File: src/rtl/serial_byte_collector.sv
// Serial-to-parallel collector: start strobe, WIDTH data bits, optional parity bit.
// The completed word is held on byte_out_o until the next frame completes.
module serial_byte_collector #(
  parameter int unsigned WIDTH      = 8,
  parameter bit          LSB_FIRST  = 1'b1,
  parameter bit          PARITY_EN  = 1'b1,
  parameter bit          PARITY_ODD = 1'b0
) (
  input  logic             clock_i,
  input  logic             reset_i,
  input  logic             start_i,
  input  logic             bit_in_i,
  input  logic             bit_valid_i,
  input  logic             abort_i,
  output logic [WIDTH-1:0] byte_out_o,
  output logic             byte_ready_o,
  output logic             parity_err_o,
  output logic             busy_o
);

  localparam int unsigned CntW = (WIDTH > 1) ? $clog2(WIDTH) : 1;

  typedef enum logic [1:0] {StIdle, StShift, StParity, StDone} state_e;

  state_e           state_q;
  logic [CntW-1:0]  cnt_q;
  logic [WIDTH-1:0] shift_q;
  logic [WIDTH-1:0] shift_d;
  logic [WIDTH-1:0] byte_out_q;
  logic             byte_ready_q;
  logic             parity_err_q;
  logic             exp_par;

  always_comb begin
    if (LSB_FIRST) begin
      shift_d = {bit_in_i, shift_q[WIDTH-1:1]};
    end else begin
      shift_d = {shift_q[WIDTH-2:0], bit_in_i};
    end
  end

  assign exp_par = PARITY_ODD ? ~^shift_q : ^shift_q;

  // Outputs are loaded on the edge that enters StDone so they are visible during StDone.
  always_ff @(posedge clock_i) begin
    if (reset_i) begin
      state_q      <= StIdle;
      cnt_q        <= '0;
      shift_q      <= '0;
      byte_out_q   <= '0;
      byte_ready_q <= 1'b0;
      parity_err_q <= 1'b0;
    end else begin
      byte_ready_q <= 1'b0;
      unique case (state_q)
        StIdle: begin
          if (start_i) begin
            state_q <= StShift;
            cnt_q   <= '0;
            shift_q <= '0;
          end
        end
        StShift: begin
          if (abort_i) begin
            state_q <= StIdle;
          end else if (bit_valid_i) begin
            shift_q <= shift_d;
            if (cnt_q == CntW'(WIDTH - 1)) begin
              if (PARITY_EN) begin
                state_q <= StParity;
              end else begin
                state_q      <= StDone;
                byte_out_q   <= shift_d;
                byte_ready_q <= 1'b1;
                parity_err_q <= 1'b0;
              end
            end else begin
              cnt_q <= cnt_q + CntW'(1);
            end
          end
        end
        StParity: begin
          if (abort_i) begin
            state_q <= StIdle;
          end else if (bit_valid_i) begin
            state_q      <= StDone;
            byte_out_q   <= shift_q;
            byte_ready_q <= 1'b1;
            parity_err_q <= bit_in_i ^ exp_par;
          end
        end
        StDone: begin
          state_q <= StIdle;
        end
        default: begin
          state_q <= StIdle;
        end
      endcase
    end
  end

  assign byte_out_o   = byte_out_q;
  assign byte_ready_o = byte_ready_q;
  assign parity_err_o = parity_err_q;
  assign busy_o       = (state_q != StIdle);

endmodule

File: config.mk
export PLATFORM = sky130hd
export DESIGN_NAME = serial_byte_collector
export DESIGN_NICKNAME = d
export VERILOG_FILES = /design/src/rtl/serial_byte_collector.sv
export SDC_FILE = /design/constraint.sdc
export NUM_CORES = 1
export LEC_CHECK = 0
export BUFFER_PORTS_ARGS = -buffer_cell sky130_fd_sc_hd__buf_2
export CAP_MARGIN = 20
export CORE_ASPECT_RATIO = 1.2
export CORE_MARGIN = 2
export CORE_UTILIZATION = 53
export DETAILED_ROUTE_END_ITERATION = 12
export PLACE_DENSITY_LB_ADDON = 0.2
export SLEW_MARGIN = 20
export SYNTH_ARGS = -nofsm -noshare
export SYNTH_HDL_FRONTEND = slang
export SYNTH_SLANG_ARGS = --single-unit
File: constraint.sdc
create_clock -name clock_i -period 1.7 [get_ports clock_i]
set_input_delay 0.34 -clock clock_i [delete_from_list [all_inputs] [get_ports clock_i]]
set_output_delay 0.34 -clock clock_i [all_outputs]
set_load 0.005 [all_outputs]
Yosys cells after proc, flatten, opt, wreduce, memory -nomap -nowiden --
Cells that the tools add are included.
Operators by class: add/sub/neg operators 1, equality and inequality tests 11, mux-type cells 17, bitwise operators 3, reductions and logical operators 9
Operators with widths (number):
- 8-bit two-way mux | 3
- 8-bit one-hot mux with 2 select lines | 1
- 2-bit two-way mux | 6
- 3-bit two-way mux | 4
- 3-bit != test, second input constant | 3
- 2-bit != test, second input constant | 4
- 2-bit one-hot mux with 4 select lines | 1
- 4-bit AND reduction | 2
- 8-bit parity | 1
- 3-bit one-hot mux with 2 select lines | 1
- 5-bit AND reduction | 1
- 2-bit == test, second input constant | 2
- 2-bit nonzero test | 2
- 3-bit by 1-bit adder with 3-bit output, second input constant | 1
- 3-bit == test, second input constant | 1
- 3-bit AND reduction | 1
- 3-bit OR reduction | 1
- 2-bit by 1-bit == test with 1-bit output, second input constant | 1
- 2-bit logical NOT | 1
- 1-bit NOT | 2
- 1-bit two-way mux | 1
- 1-bit bitwise XOR | 1
Storage, ports and cells: bits in registers 23, input port bits 6, logic and storage cells 47

Longest topological paths before layout --
depth after elaboration 5, mapped depth 6, depth with buffers taken out 6

Worst setup path before layout --
Ideal clock, no wire load.
kind reg-to-reg, from register cnt_q[0], to register cnt_q[1], setup time 0.128 ns, data arrival time 1.302 ns, data required time 1.572 ns, path slack 0.271 ns, cell stages (with the launch flop) 7, path buffers 0, cells stage by stage dfxtp_1 > ha_1 > ha_1 > nand4bb_1 > a21o_1 > a22oi_1 > nor2_1
On the way: cells in the longest elaborated chain, start to end 5, elaborated cells between the ends (all ways) 8, those cells by class 1 x add/sub; 2 x eq/ne; 4 x mux; 1 x reduce/logical
Ends and longest elaborated chain:
- start: declaration | RTL line 26 | logic [CntW-1:0] cnt_q;
- start signal: assignment | RTL line 78 | cnt_q <= cnt_q + CntW'(1);
- 3-bit by 1-bit adder with 3-bit output | RTL line 78
- 3-bit two-way mux | RTL line 68 | if (cnt_q == CntW'(WIDTH - 1)) begin
- 3-bit two-way mux | RTL line 66 | end else if (bit_valid_i) begin
- 3-bit two-way mux | RTL line 64 | if (abort_i) begin
- 3-bit one-hot mux with 2 select lines | RTL line 55 | unique case (state_q)
Parallel ways exist; a longest one is shown, timed or not. The select of a mux whose other input is x is not followed. A chain may end at the register's enable or synchronous reset.

Final worst setup path --
from register cnt_q[0], to register cnt_q[2]
Same word-level chain as after synthesis.

==> flow_results.org <==
** Cells and area
- In the final layout, the multi-input gates occupy 535.5 um^2.
- Share of post-route cells with drive strength above 1 :: 19.40%
- Leaving out fill and tap cells, the most frequent cell in the layout is sky130_fd_sc_hd__nand2_1.
- Number of inserted diodes :: 0
- Relative to the synthesized area, the layout overhead comes to 13.99%.
- FILL cells :: 159
- Nets@finish :: 143
- Storage element area :: 460.4 um^2
- The library cells used most frequently in the layout, excluding fill and tap cells, are sky130_fd_sc_hd__nand2_1 (26), sky130_fd_sc_hd__dfxtp_1 (23), sky130_fd_sc_hd__a21oi_1 (19), sky130_fd_sc_hd__buf_2 (16), sky130_fd_sc_hd__nand3_1 (8).
- Fin cells :: 153

** Logic synthesis
- After synthesis, the share of flip-flops with an asynchronous set or reset is 0%.
- Total nets after synthesis :: 126
- Summing the sequential cell areas from Yosys gives 45.54% of the chip area.
- Counting distinct cell types in the post-synthesis netlist gives 26.
- Post-synthesis average cell area :: 8.568 um^2
- Synthesis produced a netlist whose cell count is 118.
- The Yosys step of the flow raised 0 warnings.
- The synthesized design contains 23 register bits.
- Number of enable-type register cells in the synthesized netlist :: 0
- Ys flop type :: sky130_fd_sc_hd__dfxtp_1
- Summing every instance area after synthesis gives 1011 um^2.

** STA
- Count of final hold-check violations :: 0
- Max-slew violation count :: 0
- Setup violations remaining at the end of the flow were counted as 0.
- The clock arrives with 0.005413 ns of skew.
- At the pin with the least slew margin, the transition time is 0.4191 ns.
- Post-route minimum period :: 1.538 ns
- Measured against its own limit, the worst slew margin works out to 72.02%.
- Setup TNS :: 0 ns
- Fraction of the cycle the final worst path needs :: 90.50%
- RSZ-0062 raised after global routing :: no
- Achievable frequency :: 650.0 MHz

** Clocking
- After clock tree synthesis, the clock-pin slew on the worst setup and hold paths is 0.12 ns.
- After clock tree synthesis, the flow added hold-fix buffers numbering 0.
- Clk Tree Root Cell :: sky130_fd_sc_hd__clkbuf_4
- Buffers inserted by post-CTS timing repair :: 0
- Clock tree from TritonCTS :: built
- Number of levels in the clock H-tree :: 1
- Counting every sink on the clock net gives 23.
- The number of gates resized after CTS was 0.
- Total clock buffers created by CTS :: 3
- Latest clock arrival within the worst-skew pair :: 0.31 ns
- No sink is reached through more buffers than the 2 on the longest clock path.

** Global routing
- The number of global-route vias before repair came to 701.
- Maximum number of pins on one net before global-route repair :: 15
- For met2 alone, demand over resource in global routing was 30.64%.
- Global routing used 18.18% of the available tracks across all layers.
- Global routing consumed, on the met1 layer, 21.88% of the routing resources.
- For this run the aggregate overflow at the end of global routing stands at 0.
- Met3 track demand over resource in global routing :: 3.125%
- The layer flagged by global routing as most heavily used is met2.
- Initial antenna violation count :: 0
- The first global-routing pass estimated 3049 um of wire.

** Route
- Mean number of vias per cell :: 5.601
- For this block, the routed nets add up to 1834 um of wire.
- Post-detailed-route count of antenna-violating nets :: 0
- Number of design-rule violations left by the first detailed-router iteration :: 11
- 1st-pass router iterations :: 4
- Detailed routing inserted a total of 857 vias.
- Avg WL per Cell :: 11.99 um
- Total DRC errors in the routed layout :: 0

** Pwr
- Summed over all nets, the switching power comes to 0.0002021 W.
- PwrDens :: 751.6 nW/um^2
- The internal power of the cells totals 0.0006639 W.
- The share of total power dissipated in combinational logic is 8.0%.
- The share of total power dissipated in sequential elements is 63.3%.
- Fraction of power consumed by the clock network :: 28.6%
- Net switching is 23.34% of the power.
- IR Drop Worst-Case VDD :: 0.4747 mV
- Static power due to leakage :: 0.4642 nW

** Worst setup path
- Arrival time reported for the critical path endpoint :: 1.75 ns
- Of all nets on the critical path, the largest fanout is 4.
- CP Data Required Time :: 1.91 ns
- STA classifies the critical path endpoint as a register.
- The worst setup path is of the register to register kind.
- STA classifies the critical path startpoint as a register.

** Floorplan
- Row generation in the floorplan step produced 17 rows.
- During I/O placement, the number of pins put on the boundary was 17.
- Die outline area :: 2274 um^2
- Initial core utilization :: 55.27%
- The floorplan step set the die width to 43.87 um.
- The core region is 1829 um^2.
- In this run the vertical extent of the chip is 51.85 um.

** Placement
- The wire-length estimate of the detail-placed layout is 1300 um.
- Buffers on Ports :: 16
- RD Place Congestion :: 0.7608
- After detailed placement, the design holds a cell count of 149.

** Worst hold path
- Worst hold-check path type :: primary input to register

** Flow run
- Across the run, the number of max-cap violations was 0.

** Status
- Outcome :: completed
## per-layer routing
| metal | routed length [um] | vias up | share of wire (%) |
|---|---|---|---|
| met5 | 0 | - | 0 |
| met4 | 32 | 0 | 1.7 |
| met2 | 895 | 11 | 49 |
| met3 | 38 | 5 | 2.1 |
| met1 | 868 | 403 | 47 |
| li1 | - | 438 | - |
## worst max-delay path: stages (launching register included)
cell	delay, ns
sky130_fd_sc_hd__dfxtp_1	0.36
sky130_fd_sc_hd__ha_1	0.21
sky130_fd_sc_hd__ha_1	0.21
sky130_fd_sc_hd__nand4bb_4	0.23
sky130_fd_sc_hd__a21o_1	0.22
sky130_fd_sc_hd__a22oi_1	0.16
sky130_fd_sc_hd__nor2_1	0.06
## cells in the mapped netlist (2+ instances only)
master	count	share of area [%]
sky130_fd_sc_hd__dfxtp_1	23	46
sky130_fd_sc_hd__a21o_1	3	2.2
sky130_fd_sc_hd__nand2_1	26	9.7
sky130_fd_sc_hd__o211ai_1	2	1.5
sky130_fd_sc_hd__xnor2_1	3	2.6
sky130_fd_sc_hd__xor2_1	2	1.7
sky130_fd_sc_hd__a21oi_1	19	9.4
sky130_fd_sc_hd__nor3_1	2	0.99
sky130_fd_sc_hd__buf_2	4	2.0
sky130_fd_sc_hd__ha_1	2	2.5
sky130_fd_sc_hd__nand3b_1	4	3.0
sky130_fd_sc_hd__a22oi_1	2	1.5
sky130_fd_sc_hd__nand3_1	8	4.0
sky130_fd_sc_hd__clkbuf_1	2	0.74
sky130_fd_sc_hd__nor2_1	3	1.1
sky130_fd_sc_hd__nand4bb_1	2	2.2
sky130_fd_sc_hd__nor2b_1	2	1.2
## layout make-up
class / count / area share, %
sequential: 23 / 39.96
multi-input combinational: 87 / 46.47
inverter: 1 / 0.3257
timing repair buffer: 19 / 8.903
tap: 19 / 2.063
clock buffer: 4 / 2.280
## cells by family after synthesis
logic type / share of synthesized area (%)
buffers and inverters: 3.589
flip-flops: 45.54
XOR/XNOR: 6.560
adder cells (fa/ha/maj): 2.475
AND/OR/NAND/NOR: 25.00
AO/OA/AOI/OAI: 16.83
## sequential cells by signal (all words and copies together), names as in the netlist
| signal | count |
|---|---|
| parity_err_o | 1 |
| state_q | 2 |
| byte_out_o | 8 |
| cnt_q | 3 |
| shift_q | 8 |
| byte_ready_o | 1 |
## final timing paths
check | start | depth (start not counted) | slack [ns] | to
worst max-delay path | cnt_q[0]$_SDFFE_PP0P_ | 6 | 0.16 | cnt_q[2]$_SDFFE_PP0P_
worst min-delay path | abort_i | 2 | 0.26 | state_q[1]$_SDFFE_PP0P_
worst max register to register | cnt_q[0]$_SDFFE_PP0P_ | 6 | 0.16 | cnt_q[2]$_SDFFE_PP0P_
worst min register to register | byte_out_o[2]$_SDFFE_PP0P_ | 2 | 0.46 | byte_out_o[2]$_SDFFE_PP0P_
## metrics by stage
| stage | power [W] | util [%] | hold slack (ns) | instance area, um^2 | worst slack (ns) |
|---|---|---|---|---|---|
| after floorplan | 0.0006043 | - | 0.4168 | 1011 | 0.2707 |
| after global placement | 0.0006252 | 60.40 | 0.4379 | 1105 | 0.2274 |
| after detailed placement | 0.0006261 | 60.40 | 0.4430 | 1105 | 0.1278 |
| after CTS | 0.0008655 | 61.83 | 0.2445 | 1131 | 0.09800 |
| after global routing | 0.0009016 | 63.00 | 0.2459 | 1152 | 0.03056 |
| final | 0.0008661 | 63.00 | 0.2638 | 1152 | 0.1616 |
## power by group through the flow
stage / sequential [W] / combinational, W / clock (W)
2_1_floorplan: 0.000556 / 0.0000488 / 0
3_3_place_gp: 0.000559 / 0.0000661 / 0
3_5_place_dp: 0.000559 / 0.0000666 / 0
4_1_cts: 0.000547 / 0.0000671 / 0.000251
5_1_grt: 0.000550 / 0.0000760 / 0.000276
6_report: 0.000548 / 0.0000695 / 0.000248
No activity file was read; power rests on OpenSTA's default activity.
